===== config.mk =====
export PLATFORM = sky130hd
export DESIGN_NAME = rej_ntt_sampler
export DESIGN_NICKNAME = d
export VERILOG_FILES = /design/src/rtl/rej_ntt_sampler.sv
export SDC_FILE = /design/constraint.sdc
export NUM_CORES = 1
export LEC_CHECK = 0
export BUFFER_PORTS_ARGS = -buffer_cell sky130_fd_sc_hd__buf_2
export CAP_MARGIN = 20
export CORE_ASPECT_RATIO = 1.5
export CORE_MARGIN = 4
export CORE_UTILIZATION = 55
export CTS_BUF_LIST = sky130_fd_sc_hd__clkbuf_4
export DETAILED_ROUTE_END_ITERATION = 8
export PLACE_DENSITY_LB_ADDON = 0.15
export REMOVE_ABC_BUFFERS = 1
export SLEW_MARGIN = 10
export SYNTH_ARGS = -nofsm -noshare
export SYNTH_HDL_FRONTEND = slang
export SYNTH_SLANG_ARGS = --single-unit

===== constraint.sdc =====
create_clock -name clk -period 7.3 [get_ports clk]
set_input_delay 0.365 -clock clk [delete_from_list [all_inputs] [get_ports clk]]
set_output_delay 0.365 -clock clk [all_outputs]
set_load 0.01 [all_outputs]

===== src/rtl/rej_ntt_sampler.sv =====
// Rejection sampler for Dilithium RejNTTPoly: slices the squeezed SHAKE byte stream
// into 3-byte little-endian candidates, masks bit 23 and keeps those below Q.
module rej_ntt_sampler #(
  parameter int DATA_IN_BITS = 64,
  parameter int COEF_W       = 23,
  parameter int Q            = 8380417,
  parameter int N            = 256,
  parameter int BUF_BITS     = 192
) (
  input  logic                    clk,
  input  logic                    rst,
  input  logic                    start,
  input  logic [DATA_IN_BITS-1:0] in_data,
  input  logic                    in_valid,
  output logic                    in_ready,
  output logic [COEF_W-1:0]       coef_out,
  output logic                    coef_valid,
  input  logic                    coef_ready,
  output logic [7:0]              coef_idx,
  output logic                    done
);

  localparam int CAND_BITS = 24;
  localparam int FILL_W    = $clog2(BUF_BITS + DATA_IN_BITS + 1);
  localparam int CNT_W     = $clog2(N + 1);
  localparam logic [COEF_W-1:0] Q_V = COEF_W'(Q);

  typedef enum logic [1:0] {IDLE, RUN, DONE} state_t;

  state_t                state, state_next;
  logic [BUF_BITS-1:0]   shreg, shreg_next, shreg_shift;
  logic [FILL_W-1:0]     fill, fill_next, fill_shift;
  logic [CNT_W-1:0]      count, count_next;
  logic [COEF_W-1:0]     coef_out_next, cand;
  logic [7:0]            idx_next;
  logic                  coef_valid_next, done_next, in_ready_next;
  logic                  handshake, extract;

  always_comb begin
    state_next      = state;
    shreg_next      = shreg;
    fill_next       = fill;
    count_next      = count;
    coef_out_next   = coef_out;
    coef_valid_next = coef_valid;
    idx_next        = coef_idx;
    done_next       = done;

    handshake   = coef_valid && coef_ready;
    extract     = (state == RUN) && (fill >= FILL_W'(CAND_BITS)) && (!coef_valid || coef_ready);
    cand        = shreg[COEF_W-1:0];
    shreg_shift = extract ? (shreg >> CAND_BITS) : shreg;
    fill_shift  = extract ? (fill - FILL_W'(CAND_BITS)) : fill;

    if (start) begin
      state_next      = RUN;
      shreg_next      = '0;
      fill_next       = '0;
      count_next      = '0;
      coef_valid_next = 1'b0;
      done_next       = 1'b0;
    end else if (state == RUN) begin
      count_next = count + CNT_W'(handshake);
      if (handshake && (count == CNT_W'(N - 1))) begin
        state_next      = DONE;
        done_next       = 1'b1;
        coef_valid_next = 1'b0;
        shreg_next      = '0;
        fill_next       = '0;
      end else begin
        // Shift out the consumed candidate first so the new word lands at fill-24.
        shreg_next = shreg_shift;
        fill_next  = fill_shift;
        if (in_valid) begin
          shreg_next = shreg_shift | (BUF_BITS'(in_data) << fill_shift);
          fill_next  = fill_shift + FILL_W'(DATA_IN_BITS);
        end
        if (extract && (cand < Q_V)) begin
          coef_out_next   = cand;
          coef_valid_next = 1'b1;
          idx_next        = count_next[7:0];
        end else if (handshake) begin
          coef_valid_next = 1'b0;
        end
      end
    end

    in_ready_next = (state_next == RUN) && (fill_next <= FILL_W'(DATA_IN_BITS));
  end

  always_ff @(posedge clk or posedge rst) begin
    if (rst) begin
      state      <= IDLE;
      shreg      <= '0;
      fill       <= '0;
      count      <= '0;
      coef_out   <= '0;
      coef_valid <= 1'b0;
      coef_idx   <= '0;
      done       <= 1'b0;
      in_ready   <= 1'b0;
    end else begin
      state      <= state_next;
      shreg      <= shreg_next;
      fill       <= fill_next;
      count      <= count_next;
      coef_out   <= coef_out_next;
      coef_valid <= coef_valid_next;
      coef_idx   <= idx_next;
      done       <= done_next;
      in_ready   <= in_ready_next;
    end
  end

endmodule


==> impl_metrics.py, run 1 <==
metrics = {
    "run_status": {
        "status": "complete, no violations",
    },
    "logic_synthesis": {
        "syn_area_um2": 16900,
        "ys_ff_latch": 238,
        "ys_warn_count": 0,
        "async_flop_share_pct": 100,
        "syn_inst": 1725,
        "synthFlopType": "dfrtp_1",
        "syn_area_per_cell_um2": 9.80,
        "synth-edff-count": 0,
        "ys_seq_area_share_pct": 35.2,
        "synthDistinctLibCells": 83,
    },
    "place": {
        "numPortBuffers": 102,
        "pre_cts_slack_ns": 2.69,
        "place_area_um2": 17700,
        "gp_congestion": 0.997,
        "dp_cells": 2107,
        "dp_hpwl_um": 48000,
    },
    "floorplanning": {
        "core_area_um2": 30300,
        "fp-row-count": 78,
        "fp.dieArea_um2": 33700,
        "die_h_um": 223,
        "start_util_pct": 55.9,
        "die_w_um": 151,
        "boundaryPins": 103,
    },
    "pwr": {
        "p_sw_share_pct": 55.2,
        "powerDensity_nw_per_um2": 501,
        "power_mw": 9.26,
        "clock_power_share_pct": 12.4,
        "vdd_drop_max_mv": 0.290,
        "leakagePower_nw": 7.94,
        "combinationalPowerShare_pct": 66.1,
        "power_frac_seq_pct": 21.6,
        "switchingPower_mw": 5.12,
        "internal_power_mw": 4.14,
    },
    "worst_setup_path": {
        "crit_type": "register to register",
        "cp_max_fo": 31,
        "end_kind": "register",
        "worstPathArrival_ns": 5.40,
        "critical_path_required_ns": 7.92,
        "cp-start-kind": "register",
    },
    "sta": {
        "rsz0062_at_grt": "no",
        "fmax_mhz": 209,
        "fin_crit_sh_pct": 65.4,
        "worst_pin_slew_ns": 1.24,
        "post-route-worst-setup-slack_ns": 2.52,
        "setup_tns_ns": 0,
        "slew-limit-headroom_pct": 16.5,
        "setup_violations": 0,
        "hold_viol_final": 0,
        "final.min_clock_period_ns": 4.78,
        "slew_violations": 0,
        "fin_skew_ns": 0.0169,
    },
    "global_routing": {
        "grt.overflow.total": 0,
        "grt_max_degree": 182,
        "grt_pass1_wl_um": 101000,
        "antenna_found_initial": 2,
        "track_usage_pct": 39.8,
        "grt_pass1_vias": 15700,
    },
    "cells_and_area": {
        "nFillCells": 2644,
        "multi_input_area_um2": 10300,
        "fin_cells": 2221,
        "final_cell_mix": "dfrtp_1 (236), mux2i_1 (169), nand2_1 (158)",
        "layout-drive-gt1-share_pct": 21.9,
        "final_cell_area_um2": 18500,
        "seq_area_um2": 5960,
        "final_common_cell": "dfrtp_1",
        "syn_to_final_growth_pct": 9.45,
        "nets": 1848,
    },
    "clock_network": {
        "cts.htree.levels": 2,
        "clockRootBuffer": "clkbuf_4",
        "clkTransAtPathRegs_ns": 0.07,
        "worstSkewPairLatency_ns": 0.75,
        "clk_path_buf_depth": 3,
        "post-cts-setup-buffers": 0,
        "cts_sinks": 238,
        "cts_buffers": 60,
        "cts_tree": "built",
    },
    "job": {
        "maxCapViolations": 0,
    },
    "routing": {
        "drcViolationCount": 0,
        "num_vias": 16700,
        "drt-initial-drc-count": 2194,
        "finalWirelength_um": 67700,
        "wl_per_cell_um": 30.5,
        "first_pass_iters": 8,
        "viasPerCell": 7.54,
        "ant_nets": 0,
    },
    "worst_hold_path": {
        "hold_class": "primary input to register",
    },
}
stage by stage:
step | util [%] | hold WS [ns]
after floorplan | - | 0.428
after CTS | 61.1 | 0.0564
after global placement | 58.5 | 0.458
final | 61.1 | 0.0717
after detailed placement | 58.5 | 0.465
after global routing | 61.1 | 0.0838
final cells by class:
cell class / count / share of cell area [%]
clock inverters: 25 / 0.710
clock buffers: 82 / 3.33
inverters: 13 / 0.304
well taps: 400 / 2.71
repair buffers: 151 / 4.95
multi-input cells: 1311 / 55.7
diodes: 1 / 0.0135
flip-flops and latches: 238 / 32.2
final timing paths:
path                        startpoint           end  slack [ns]  cells after the start
setup / recovery               fill[3]    shreg[134]        2.52                     10
hold / removal                in_valid       fill[6]        0.07                      4
setup reg to reg               fill[3]    shreg[134]        2.52                     10
hold reg to reg            coef_idx[3]   coef_idx[3]        0.47                      2
max in group asynchronous          rst       fill[0]        5.59                      4
min in group asynchronous          rst  coef_out[11]        0.26                      3
sequential cells by signal, indices dropped and copies added, names as in the netlist:
register and flops:
fill 9, coef_out 23, shreg 184, state 2
done 1, coef_idx 8, coef_valid 1, in_ready 1
count 9
worst max-delay path: stages (launching register included):
cell and delay, ns:
dfrtp_1 0.59, ha_1 0.42, nor4_1 0.52, a2111oi_2 0.24, nor3_4 0.68, buf_4 0.54, buf_4 0.40, mux2i_1 0.30
mux2i_1 0.23, mux2_2 0.37, o41ai_1 0.34
power groups by stage:
stage / Sequential (mW) / Clock, mW / Combinational [mW]
after floorplan: 1.95 / 0 / 3.73
after CTS: 1.99 / 1.15 / 5.83
after global placement: 2.00 / 0 / 5.76
after global routing: 2.03 / 1.21 / 6.30
after detailed placement: 2.01 / 0 / 5.80
final: 2.00 / 1.14 / 6.12
timing repair:
action,CTS,global route
resized for setup,0,0
hold buffers,2,0
setup endpoints to repair,0,0
hold endpoints to repair,84,0
routing by layer:
| metal | up-vias | global-route usage (%) | share of wire [%] |
|---|---|---|---|
| met5 | - | 0 | 0.010 |
| met4 | 2 | 24.6 | 8.1 |
| met3 | 328 | 9.22 | 12 |
| met2 | 1338 | 60.8 | 45 |
| met1 | 8108 | 50.8 | 35 |
| li1 | 6973 | - | - |
synth_stat cells, types with 6 or more instances:
master       n  area (um^2)
nand4_1     12         75.1
a21oi_1     82          410
and2_1       7         43.8
a211o_1     11         96.3
or3_1       18          113
a211oi_1    17          128
a31oi_1     19          119
a41oi_1      6         52.6
mux2_2      67          754
a2bb2oi_1   17          149
o22a_1       9         78.8
nand3_1     26          130
a221oi_1    20          175
clkbuf_1    97          364
o311a_1      6         60.1
mux4_2      60         1350
o31ai_1      9         67.6
a22oi_1     84          631
buf_1       30          113
mux2i_1    170         1700
buf_2       29          145
o2bb2ai_1    6         52.6
o21ai_0     94          470
o21a_1       9         67.6
xnor2_1      8         70.1
a221o_1     27          270
a2111oi_0    7         61.3
inv_1       12         45.0
nor4_1      13         81.3
o22ai_1     18          113
o221ai_1    31          272
nor2_1      83          312
and3_1       6         37.5
o21ai_1      9         45.0
a32o_1       6         60.1
nand2b_1     8         50.1
nand2_1    158          593
a22o_1      28          245
a32oi_1      7         61.3
nor3_1      44          220
o41ai_1      7         61.3
a21o_1      20          150
dfrtp_1    238         5960
kinds of logic after synthesis:
family	after synthesis	share of synthesized area (%)
AO/OA/AOI/OAI	600	26.0
flip-flops	238	35.2
multiplexers	299	22.7
adder cells (fa/ha/maj)	4	0.296
XOR/XNOR	11	0.570
buffers and inverters	176	4.39
AND/OR/NAND/NOR	397	10.8
Power figures use the tool's default switching activity.
==> inputs of run 2 (changes only) <==
==> constraint.sdc (replaced) <==
create_clock -name clk -period 4.6 [get_ports clk]
set_input_delay 0.23 -clock clk [delete_from_list [all_inputs] [get_ports clk]]
set_output_delay 0.23 -clock clk [all_outputs]
set_load 0.01 [all_outputs]
==> run 2 against run 1 <==
Against the previous run: the run now ends with DRC left; sequential power rose by 59%; combinational power up 63%; count of clock-buffer cells in the layout decreased by 2; clock skew grew 0.029 ns; sequential share of layout area is 0.75 points lower; setup slack got worse by 2.2 ns; fmax rose by 12%; final cell count grew 2.4%; largest cell class unchanged.
==> impl_metrics.py, run 2 (synthesis results as in run 1) <==
metrics = {
    "cells_and_area": {
        "final_cell_mix": "dfrtp_1 (236), mux2i_1 (169), nand2_1 (158)",
        "nets": 1902,
        "syn_to_final_growth_pct": 12.1,
        "top_register": "shreg",
        "final_common_cell": "dfrtp_1",
        "layout-drive-gt1-share_pct": 23.9,
        "largest_reg_flops": 184,
        "final_cell_area_um2": 18900,
        "top_regs": "shreg: 184 flops, coef_out: 23 flops",
        "utilization_pct": 62.6,
    },
    "floorplanning": {
        "fp-row-count": 78,
        "die_w_um": 151,
        "start_util_pct": 55.9,
        "core_area_um2": 30300,
        "boundaryPins": 103,
        "fp.dieArea_um2": 33700,
        "die_h_um": 223,
    },
    "worst_setup_path": {
        "cp_max_fo": 15,
        "end_kind": "register",
        "critical_path_required_ns": 5.26,
        "crit_type": "register to register",
        "crit_path_top_delay_cell": "a311o_1",
        "rr_worst_depth": 9,
        "critical_path.cell_chain": "ha_1 > or4_1 > a311o_1 > a2111oi_1 > buf_4 > a21oi_1 > a2bb2oi_1 > mux2i_1 > a221o_1",
        "worstPathArrival_ns": 4.93,
        "cp-start-kind": "register",
        "critical_path.max_stage_delay_ns": 0.66,
    },
    "clock_network": {
        "clockRootBuffer": "clkbuf_4",
        "worstSkewPairLatency_ns": 0.78,
        "cts_buffers": 61,
        "clk_path_buf_depth": 3,
        "cts_sinks": 238,
        "ctsHoldBuffers": 4,
        "post-cts-setup-buffers": 0,
        "clkTransAtPathRegs_ns": 0.07,
        "cts.htree.levels": 2,
        "ctsResizeCount": 0,
        "cts_tree": "built",
    },
    "place": {
        "dp_hpwl_um": 50600,
        "gp_congestion": 1.04,
        "place_area_um2": 18100,
        "numPortBuffers": 102,
    },
    "global_routing": {
        "grt_max_degree": 112,
        "grt.overflow.total": 0,
        "grt_pass1_wl_um": 104000,
        "track_usage_pct": 41.2,
        "antenna_found_initial": 3,
        "grt_pass1_vias": 16400,
    },
    "pwr": {
        "internal_power_mw": 6.84,
        "powerDensity_nw_per_um2": 791,
        "combinationalPowerShare_pct": 66.8,
        "switchingPower_mw": 8.14,
        "leakagePower_nw": 8.21,
        "p_sw_share_pct": 54.3,
        "power_frac_seq_pct": 21.1,
        "vdd_drop_max_mv": 0.475,
        "clock_power_share_pct": 12.0,
    },
    "routing": {
        "viasPerCell": 7.50,
        "finalWirelength_um": 70200,
        "drcViolationCount": 1,
        "ant_nets": 0,
        "wl_per_cell_um": 30.8,
        "first_pass_iters": 9,
        "num_vias": 17100,
        "drt-initial-drc-count": 2507,
    },
    "sta": {
        "slew_violations": 0,
        "rsz0062_at_grt": "no",
        "setup_violations": 0,
        "final.min_clock_period_ns": 4.26,
        "hold_viol_final": 0,
        "worst_pin_slew_ns": 1.21,
        "fin_skew_ns": 0.0454,
        "slew-limit-headroom_pct": 18.9,
        "fmax_mhz": 235,
        "fin_crit_sh_pct": 92.7,
    },
    "job": {
        "maxCapViolations": 0,
    },
    "worst_hold_path": {
        "min_path_cells": 5,
        "hold_class": "primary input to register",
    },
    "run_status": {
        "status": "finished, violations left",
        "violations": "DRC",
    },
}
==> run 2: changes by cell type in the layout (fill, tap and decap cells not counted), sizes merged <==
cell,previous run,this run
clkinv,23,24
clkbuf,83,81
buf,148,199
diode,1,4
dlygate4sd3,2,4
clkinvlp,1,0
==> run 2: per-layer routing <==
| metal | share of wire (%) | track usage, % |
|---|---|---|
| met5 | 0 | 0 |
| met4 | 9.9 | 31.6 |
| met3 | 11 | 8.57 |
| met2 | 44 | 61.8 |
| met1 | 35 | 51.7 |
==> run 2: final timing paths <==
kind | from | end | slack [ns]
min in group asynchronous | rst | coef_out[11] | 0.16
max reg2reg | fill[4] | shreg[114] | 0.34
min | in_data[62] | shreg[188] | 0.04
min reg2reg | coef_idx[4] | coef_idx[4] | 0.48
max in group asynchronous | rst | fill[1] | 3.49
max | fill[4] | shreg[114] | 0.34
==> run 2: power groups by stage <==
stage               logic, mW  clock network (mW)  registers, mW
finish                   10.0                1.80           3.17
global route             10.3                1.94           3.21
CTS                      9.59                1.83           3.14
detailed placement       9.54                   0           3.17
global placement         9.51                   0           3.16
floorplan                5.27                   0           3.17
==> run 2: stage by stage <==
| step | hold WS [ns] | setup TNS (ns) | instances | worst slack, ns | power, mW |
|---|---|---|---|---|---|
| detailed placement | 0.447 | 0 | 2160 | 0.461 | 12.7 |
| floorplan | 0.293 | -1800.62 | 1562 | -7.58 | 8.44 |
| global placement | 0.442 | 0 | 2160 | 0.396 | 12.7 |
| finish | 0.0425 | 0 | 2275 | 0.336 | 15.0 |
| CTS | 0.0139 | 0 | 2269 | 0.449 | 14.6 |
| global route | 0.0515 | 0 | 2275 | 0.236 | 15.5 |
==> run 2: worst max-delay path, delay by kind of cell, from the launching register on <==
family | cells | cell delay [ns]
AOI/OAI and AO/OA | 5 | 2.26
adders and majority gates | 1 | 0.33
buffers and inverters | 1 | 0.21
DFF | 1 | 0.48
muxes | 1 | 0.30
and+or+nand+nor | 1 | 0.58
==> run 2: final cells by class <==
class	instances	area, um^2
inverters	13	56.3
clock buffers	80	601
diodes	4	10.0
clock inverters	25	129
fillers	2632	11300
multi-input cells	1311	10300
flip-flops and latches	238	5960
well taps	400	500
repair buffers	204	1370
